===== src/rtl/pc_fetch_unit.sv =====
// rtl/pc_fetch_unit.sv - PC register and single-outstanding instruction fetch with decode hand-off buffer
module pc_fetch_unit #(
  parameter int unsigned ADDR_WIDTH = 32,
  parameter int unsigned DATA_WIDTH = 32,
  parameter logic [ADDR_WIDTH-1:0] RESET_PC = '0
) (
  input  logic                  clk,
  input  logic                  rst_n,
  input  logic [ADDR_WIDTH-1:0] next_pc,
  input  logic                  branch_taken,
  output logic [ADDR_WIDTH-1:0] pc_address,
  output logic                  imem_req_valid,
  output logic [ADDR_WIDTH-1:0] imem_req_addr,
  input  logic                  imem_req_ready,
  input  logic                  imem_rsp_valid,
  input  logic [DATA_WIDTH-1:0] imem_rsp_data,
  output logic                  instr_valid,
  output logic [DATA_WIDTH-1:0] instr,
  output logic [ADDR_WIDTH-1:0] instr_pc,
  input  logic                  instr_ready,
  output logic [31:0]           fetch_count,
  output logic [31:0]           branch_count
);

  typedef enum logic [1:0] {
    S_REQ  = 2'd0,
    S_WAIT = 2'd1,
    S_HOLD = 2'd2
  } state_t;

  state_t                state;
  logic [ADDR_WIDTH-1:0] pc;

  assign pc_address    = pc;
  assign imem_req_addr = pc;

  always_ff @(posedge clk or negedge rst_n) begin
    if (!rst_n) begin
      state          <= S_REQ;
      pc             <= RESET_PC;
      imem_req_valid <= 1'b0;
      instr_valid    <= 1'b0;
      instr          <= '0;
      instr_pc       <= '0;
      fetch_count    <= 32'd0;
      branch_count   <= 32'd0;
    end else begin
      case (state)
        S_REQ: begin
          // Out of reset the request is raised one edge late; after an
          // acceptance in HOLD it is already raised, keeping the 3-cycle loop.
          if (!imem_req_valid) begin
            imem_req_valid <= 1'b1;
          end else if (imem_req_ready) begin
            imem_req_valid <= 1'b0;
            state          <= S_WAIT;
          end
        end
        S_WAIT: begin
          if (imem_rsp_valid) begin
            instr       <= imem_rsp_data;
            instr_pc    <= pc;
            instr_valid <= 1'b1;
            state       <= S_HOLD;
          end
        end
        S_HOLD: begin
          if (instr_ready) begin
            pc             <= next_pc;
            instr_valid    <= 1'b0;
            imem_req_valid <= 1'b1;
            fetch_count    <= fetch_count + 32'd1;
            if (branch_taken) begin
              branch_count <= branch_count + 32'd1;
            end
            state          <= S_REQ;
          end
        end
        default: begin
          state          <= S_REQ;
          imem_req_valid <= 1'b0;
          instr_valid    <= 1'b0;
        end
      endcase
    end
  end

endmodule


===== config.mk =====
export PLATFORM = sky130hd
export DESIGN_NAME = pc_fetch_unit
export DESIGN_NICKNAME = d
export VERILOG_FILES = /design/src/rtl/pc_fetch_unit.sv
export SDC_FILE = /design/constraint.sdc
export NUM_CORES = 1
export LEC_CHECK = 0
export CAP_MARGIN = 0
export CORE_MARGIN = 4
export CORE_UTILIZATION = 48
export DETAILED_ROUTE_END_ITERATION = 6
export PLACE_DENSITY_LB_ADDON = 0.25
export REMOVE_ABC_BUFFERS = 1
export SLEW_MARGIN = 20
export SYNTH_ARGS = -nofsm -noshare
export SYNTH_HDL_FRONTEND = slang
export SYNTH_SLANG_ARGS = --single-unit

===== constraint.sdc =====
create_clock -name clk -period 2.7 [get_ports clk]
set_input_delay 0.405 -clock clk [delete_from_list [all_inputs] [get_ports clk]]
set_output_delay 0.405 -clock clk [all_outputs]
set_load 0.01 [all_outputs]

Yosys cells after proc, flatten, opt, wreduce, memory -nomap -nowiden
Index checks and enable logic that the tools add are counted.
- output and inout port bits: 194
- register bits after elaboration: 164
- bits of input ports: 70
- logic and storage cells: 37
- bitwise gates (word level): 2
- multiplexer cells: 12
- reduce and logical (&&, ||, !) cells: 7
- add/subtract/negate cells: 2
- eq/ne operators: 6
- operators by type and width (operator ; count):
    $add 32x1->32 const B ; 2
    $mux 2 ; 4
    $ne 2x2->1 const B ; 4
    $pmux 1 s3 ; 2
    $pmux 2 s3 ; 1
    $reduce_and 2->1 ; 3
    $reduce_and 3->1 ; 2
    $mux 1 ; 5
    $reduce_and 4->1 ; 1
    $eq 2x1->1 const B ; 1
    $eq 2x2->1 const B ; 1
    $logic_not 2->1 ; 1
    $not 1->1 ; 2

Depth between registers and ports, before layout
Gate-level depths: netlist (run 1).
- word-level depth: 3
- depth in mapped cells: 7
- gate-level depth less buffers: 5

Least setup slack after synthesis (run 1)
No wires, ideal clock.
- kind: register to register
- from: register fetch_count[0]
- to: register fetch_count[26]
- period minus slack after synthesis: 1687 ps
- buffers on the path: 0
- stages on the path, launching flop included: 6
- setup time: 126 ps
- slack: 1013 ps
- data arrival time: 1561 ps
- data required time: 2574 ps
- cell sequence: dfrtp_1 > ha_1 > nand4b_1 > nor4_4 > nand4_1 > xnor2_1
- longest elaborated chain between the ends: 1
- ends and longest elaborated chain (element ; RTL line ; source):
    start, declared ; 21 ; output logic [31:0] fetch_count,
    start signal, assigned ; 72 ; fetch_count <= fetch_count + 32'd1;
    $add 32x1->32 ; 72 ;
Every way passes these cells.
A chain may end at the register's enable or synchronous reset.

Worst setup path after layout (run 1)
- from: input port instr_ready
- to: register branch_count[25]
- longest elaborated chain between the ends: 1
- ends and longest elaborated chain (element ; RTL line ; source):
    start, declared ; 20 ; input logic instr_ready,
    $reduce_and 3->1 (no source line) ; n/a ;
    end signal, assigned ; 74 ; branch_count <= branch_count + 32'd1;
    end, declared ; 22 ; output logic [31:0] branch_count
Every way passes these cells.

==> metrics.cfg, run 1 <==
[status]
outcome = complete, no violations

[sta]
setup_violations = 0
worst_pin_slew_ns = 0.7248
clock_skew_ns = 0.006845
min_period_over_period_pct = 75.60
fin_crit_ns = 2.041
hold_viol = 0
max_freq_ghz = 0.4899
fin_tns_setup_ns = 0
slew_headroom_pct = 51.28
rsz0062_at_grt = no
drv_slew = 0

[power]
vdd_ir_drop_max_uv = 663.4
power_density_mw_per_mm2 = 958.7
p_leak_nw = 4.588
p_total_mw = 9.773

[logic_synthesis]
synth_most_common_cell = dfrtp_1
ys.flop_type = dfrtp_1
yosysWarnings = 0
postSynthAreaPerCell_um2 = 11.86
yosysTopAreaCell = dfrtp_1
syn_inst = 591
postSynth.asyncResetShare_pct = 100.0
synth_edf_count = 0
synth_top_area_share_pct = 58.54
synth_cell_types = 34
netlist_area_mm2 = 0.007010
yosysSeqAreaShare_pct = 58.54
synth_area_leaders = dfrtp_1, mux2_2, nand2_1
synth_commonest_cells = dfrtp_1, nand2_1, mux2_2, xnor2_1, buf_4
ys_ff_latch = 164

[placement]
port_buffers = 263
placed_area_mm2 = 0.009653
hpwlAfterDp_um = 13890
place_congestion = 0.8922
dpl.cell_count = 993

[clock_tree]
post_cts_buffers = 0
cts_buffers = 17
cts_tree = built
cts_root_buf = clkbuf_16
cts.path.max_buffers = 2
cts_hold_buf = 0
cts_sinks = 164
h-tree-depth = 4
clk_latency_ns = 0.42
cts_resized = 0
clkTransAtPathRegs_ns = 0.06

[worst_setup_path]
crit_type = primary input to register
cp.arrival_ns = 2.33
r2r_end = fetch_count[19]
cp.required_ns = 2.99
cp-start-kind = primary input
r2r_start = fetch_count[12]
rrSetupSlack_ns = 0.77
crit_fanout = 10
cp-end-kind = register
reg2reg_depth = 4

[global_routing]
grt.busiest_layer = met2
grt_pass1_vias = 5714
grt_pass1_wl_um = 30130
grt_util_met1_pct = 27.90
antenna_found_initial = 0
grt_usage_pct = 23.42
use_met2_pct = 38.72
overflow = 0
met3_usage_pct = 8.468
grt_max_degree = 69

[die]
die-width_um = 128.9
rows = 43
dieArea_mm2 = 0.01660
dieHeight_um = 128.9
pin_count = 264
start_util_pct = 49.73
coreArea_mm2 = 0.01410

[final_layout]
antenna_cells = 0
layoutNonFillerInstCount = 1024
synthToLayoutAreaGrowth_pct = 45.40
drive_gt1_share_pct = 13.15
nets = 904
finalInstanceArea_mm2 = 0.01019
final_util_pct = 72.31

[routing]
avgRoutedWirePerCell_um = 18.31
via_count = 5312
drc = 0
routed_wl_um = 18750
ant_nets = 0
dr.pass1.iters = 5
drt-initial-drc-count = 229
viasPerCell = 5.188

[job]
maxCapViolations = 0

[worst_hold_path]
hold_path_class = primary input to asynchronous set/reset pin

-- power by group --
part           leakage [nW]  switching (mW)  total, mW  internal [mW]
combinational          2.21            1.49       3.73           2.24
sequential             2.11           0.621       3.81           3.19
clock                 0.261           0.897       2.23           1.34
-- worst max-delay path, cell delays in order --
cell and delay, ns:
clkdlybuf4s50_1 0.66, nand4b_4 0.23, nor4_4 0.63, nand4_1 0.23
xnor2_1 0.17
-- registers in the layout, indices dropped and copies added, names as in the netlist --
name / count
imem_req_addr: 32
instr_valid: 1
instr: 32
imem_req_valid: 1
fetch_count: 32
state: 2
instr_pc: 32
branch_count: 32
-- stage by stage --
| stage | hold slack (ns) | setup slack (ns) |
|---|---|---|
| after global placement | 0.4516 | 0.3382 |
| after detailed placement | 0.4685 | 0.2311 |
| final | 0.01713 | 0.6589 |
| after global routing | 0.05230 | 0.5694 |
| after CTS | 0.02061 | 0.6988 |
| after floorplan | 0.1094 | -0.2177 |
-- cell usage in the layout, fill, tap and decap left out, drive strengths merged --
cell             n
a21oi            1
and2             2
and3             6
and3b            1
and4             6
buf             12
bufinv           1
clkbuf          27
clkdlybuf4s50  262
clkinv           2
clkinvlp         1
dfrtp          164
ha               2
inv              6
mux2            66
nand2          123
nand2b           1
nand3           17
nand3b           3
nand4           28
nand4b           3
nor2            15
nor3            15
nor3b            1
nor4             8
o21ai            2
o311a            1
or2              1
or3              3
or4              2
xnor2           38
xor2            24
-- worst max-delay path by stage --
stage	end	slack [ns]	from
2_1_floorplan	instr[0]	-0.22	state[1]
3_3_place_gp	branch_count[14]	0.34	instr_ready
3_5_place_dp	branch_count[31]	0.23	instr_ready
4_1_cts	branch_count[26]	0.70	instr_ready
5_1_grt	branch_count[14]	0.57	instr_ready
6_report	branch_count[25]	0.66	instr_ready
-- layer usage --
metal	part of all wire [%]	vias up
li1	-	2453
met1	39	2623
met2	50	198
met3	7.9	38
met4	2.8	0
met5	0	-
-- kinds of logic (layout without fill, tap and decap cells) --
| group | Yosys count | after routing | synth area share, % |
|---|---|---|---|
| xor gates and xnor gates | 62 | 62 | 7.746 |
| AOI/OAI and AO/OA | 4 | 4 | 0.3569 |
| DFF | 164 | 164 | 58.54 |
| adders and majority gates | 2 | 2 | 0.3569 |
| buffers and inverters | 58 | 311 | 5.122 |
| muxes | 66 | 66 | 10.60 |
| and+or+nand+nor | 235 | 235 | 17.28 |
-- layout make-up --
class                   instances  area [µm²]
repair buffers                274        2754
inverters                       6       22.52
flip-flops and latches        164        4104
clock inverters                 4       47.55
well taps                     180       225.2
fillers                       987        3902
multi-input cells             369        2547
clock buffers                  27       493.0
(Power assumes the default switching activity.)
==> run 2: changes to the inputs <==
CORE_UTILIZATION = 44   (was 48)
clock period = 2.12 ns   (was 2.7 ns; I/O delays follow)
==> run 2 against run 1 <==
Setup slack worse by 0.39 ns. Global-route usage decreased by 2.8 points. Sequential share of layout area decreased by 0.78 points. Die area rose by 8.5%. Critical endpoint is now fetch_count[31]. Final cell count grew 3.6%. Cell area is 2.0% higher. Via count is 0.64% higher. Clock skew is 0.0011 ns higher. Worst hold slack improved by 0.38 ns. Routed wire length down 2.0%. Total power increased by 31%. Critical path depth is 1 lower. Largest power group unchanged.
==> metrics.cfg, run 2 (same netlist as run 1, synthesis figures left out) <==
[power]
p_leak_nw = 4.674
p_total_mw = 12.82
vdd_ir_drop_max_uv = 670.0
power_density_mw_per_mm2 = 1234

[worst_setup_path]
cp-end-kind = register
r2r_start = fetch_count[5]
crit_fanout = 8
reg2reg_depth = 4
rrSetupSlack_ns = 0.26
cp.arrival_ns = 2.15
crit_type = register to register
cp.required_ns = 2.42
cp-start-kind = register
r2r_end = fetch_count[31]

[final_layout]
fill_cells = 1167
antenna_cells = 0
seq_area_mm2 = 0.004104
drive_gt1_share_pct = 14.35
nets = 911
final_util_pct = 67.39
final_common_cell = clkdlybuf4s50_1
finalInstanceArea_mm2 = 0.01040
final_cell_mix = clkdlybuf4s50_1, dfrtp_1, nand2_1
synthToLayoutAreaGrowth_pct = 48.30
multiInputGateArea_mm2 = 0.002547

[sta]
worst_pin_slew_ns = 0.6737
hold_slack_ns = 0.3973
hold_viol = 0
rsz0062_at_grt = no
slew_headroom_pct = 54.72
min_period_over_period_pct = 87.51
max_freq_ghz = 0.5390
clock_skew_ns = 0.007920
setup_violations = 0
fin_crit_ns = 1.855
drv_slew = 0

[global_routing]
overflow = 0
grt_usage_pct = 20.65
grt_pass1_vias = 5568
grt_max_degree = 49
met3_usage_pct = 6.602
grt_util_met1_pct = 25.09
grt.busiest_layer = met2
grt_pass1_wl_um = 29460
antenna_found_initial = 0
use_met2_pct = 34.94

[status]
outcome = complete, no violations

[clock_tree]
h-tree-depth = 4
clkTransAtPathRegs_ns = 0.06
cts_tree = built
cts_buffers = 17
cts.path.max_buffers = 2
cts_root_buf = clkbuf_16
cts_sinks = 164
cts_resized = 0
clk_latency_ns = 0.42

[placement]
port_buffers = 263
hpwlAfterDp_um = 13420
place_congestion = 0.8200
placed_area_mm2 = 0.009749

[worst_hold_path]
hold_path_class = primary input to asynchronous set/reset pin

[routing]
via_count = 5346
viasPerCell = 5.039
drc = 0
routed_wl_um = 18370
avgRoutedWirePerCell_um = 17.31
drt-initial-drc-count = 235
ant_nets = 0
dr.pass1.iters = 4

[die]
coreArea_mm2 = 0.01543
rows = 45
die-width_um = 134.2
start_util_pct = 45.44
pin_count = 264
dieHeight_um = 134.2
dieArea_mm2 = 0.01802

[job]
maxCapViolations = 0

-- run 2: where the power goes --
part           total (mW)  leakage [nW]  switching [mW]  internal [mW]
logic                4.69          2.25            1.82           2.87
clock network        3.31         0.308            1.18           2.13
registers            4.82          2.11           0.757           4.06
-- run 2: layout make-up --
type	instances	share of cell area, %
flip-flops and latches	164	39.48
repair buffers	281	27.14
multi-input cells	369	24.50
clock buffers	20	4.393
well taps	211	2.539
clock inverters	10	1.733
inverters	6	0.2166
-- run 2: how the worst max path moves through the flow --
stage,slack (ns),from,endpoint,cells past startpoint
3_5_place_dp,-0.02,instr_ready,branch_count[26],6
2_1_floorplan,-0.80,state[1],instr[0],2
3_3_place_gp,0.007,instr_ready,branch_count[14],6
4_1_cts,0.25,branch_count[0],branch_count[22],6
5_1_grt,0.11,branch_count[2],branch_count[22],5
6_report,0.26,fetch_count[5],fetch_count[31],4
-- run 2: critical path: stages (launching register included) --
cell     delay, ns
dfrtp_1       0.45
nand4_1       0.23
nor4_2        0.67
nand4_1       0.21
xnor2_1       0.18
-- run 2: stage by stage --
stage | setup slack [ns] | TNS, ns | cells
floorplan | -0.7977 | -51.35 | 539
global placement | 0.006577 | 0 | 1030
detailed placement | -0.02394 | -0.06540 | 1030
CTS | 0.2510 | 0 | 1061
global route | 0.1065 | 0 | 1061
finish | 0.2648 | 0 | 1061
-- run 2: routing by layer --
metal / up-vias / wire length [µm]
met5: - / 0
met4: 0 / 354
met3: 28 / 1512
met2: 206 / 9164
met1: 2641 / 7333
li1: 2471 / -
-- run 2: repair_timing --
item                      in CTS  in global routing
hold buffers                   1                  0
hold endpoints to repair      44                  0
setup buffers                  0                  0
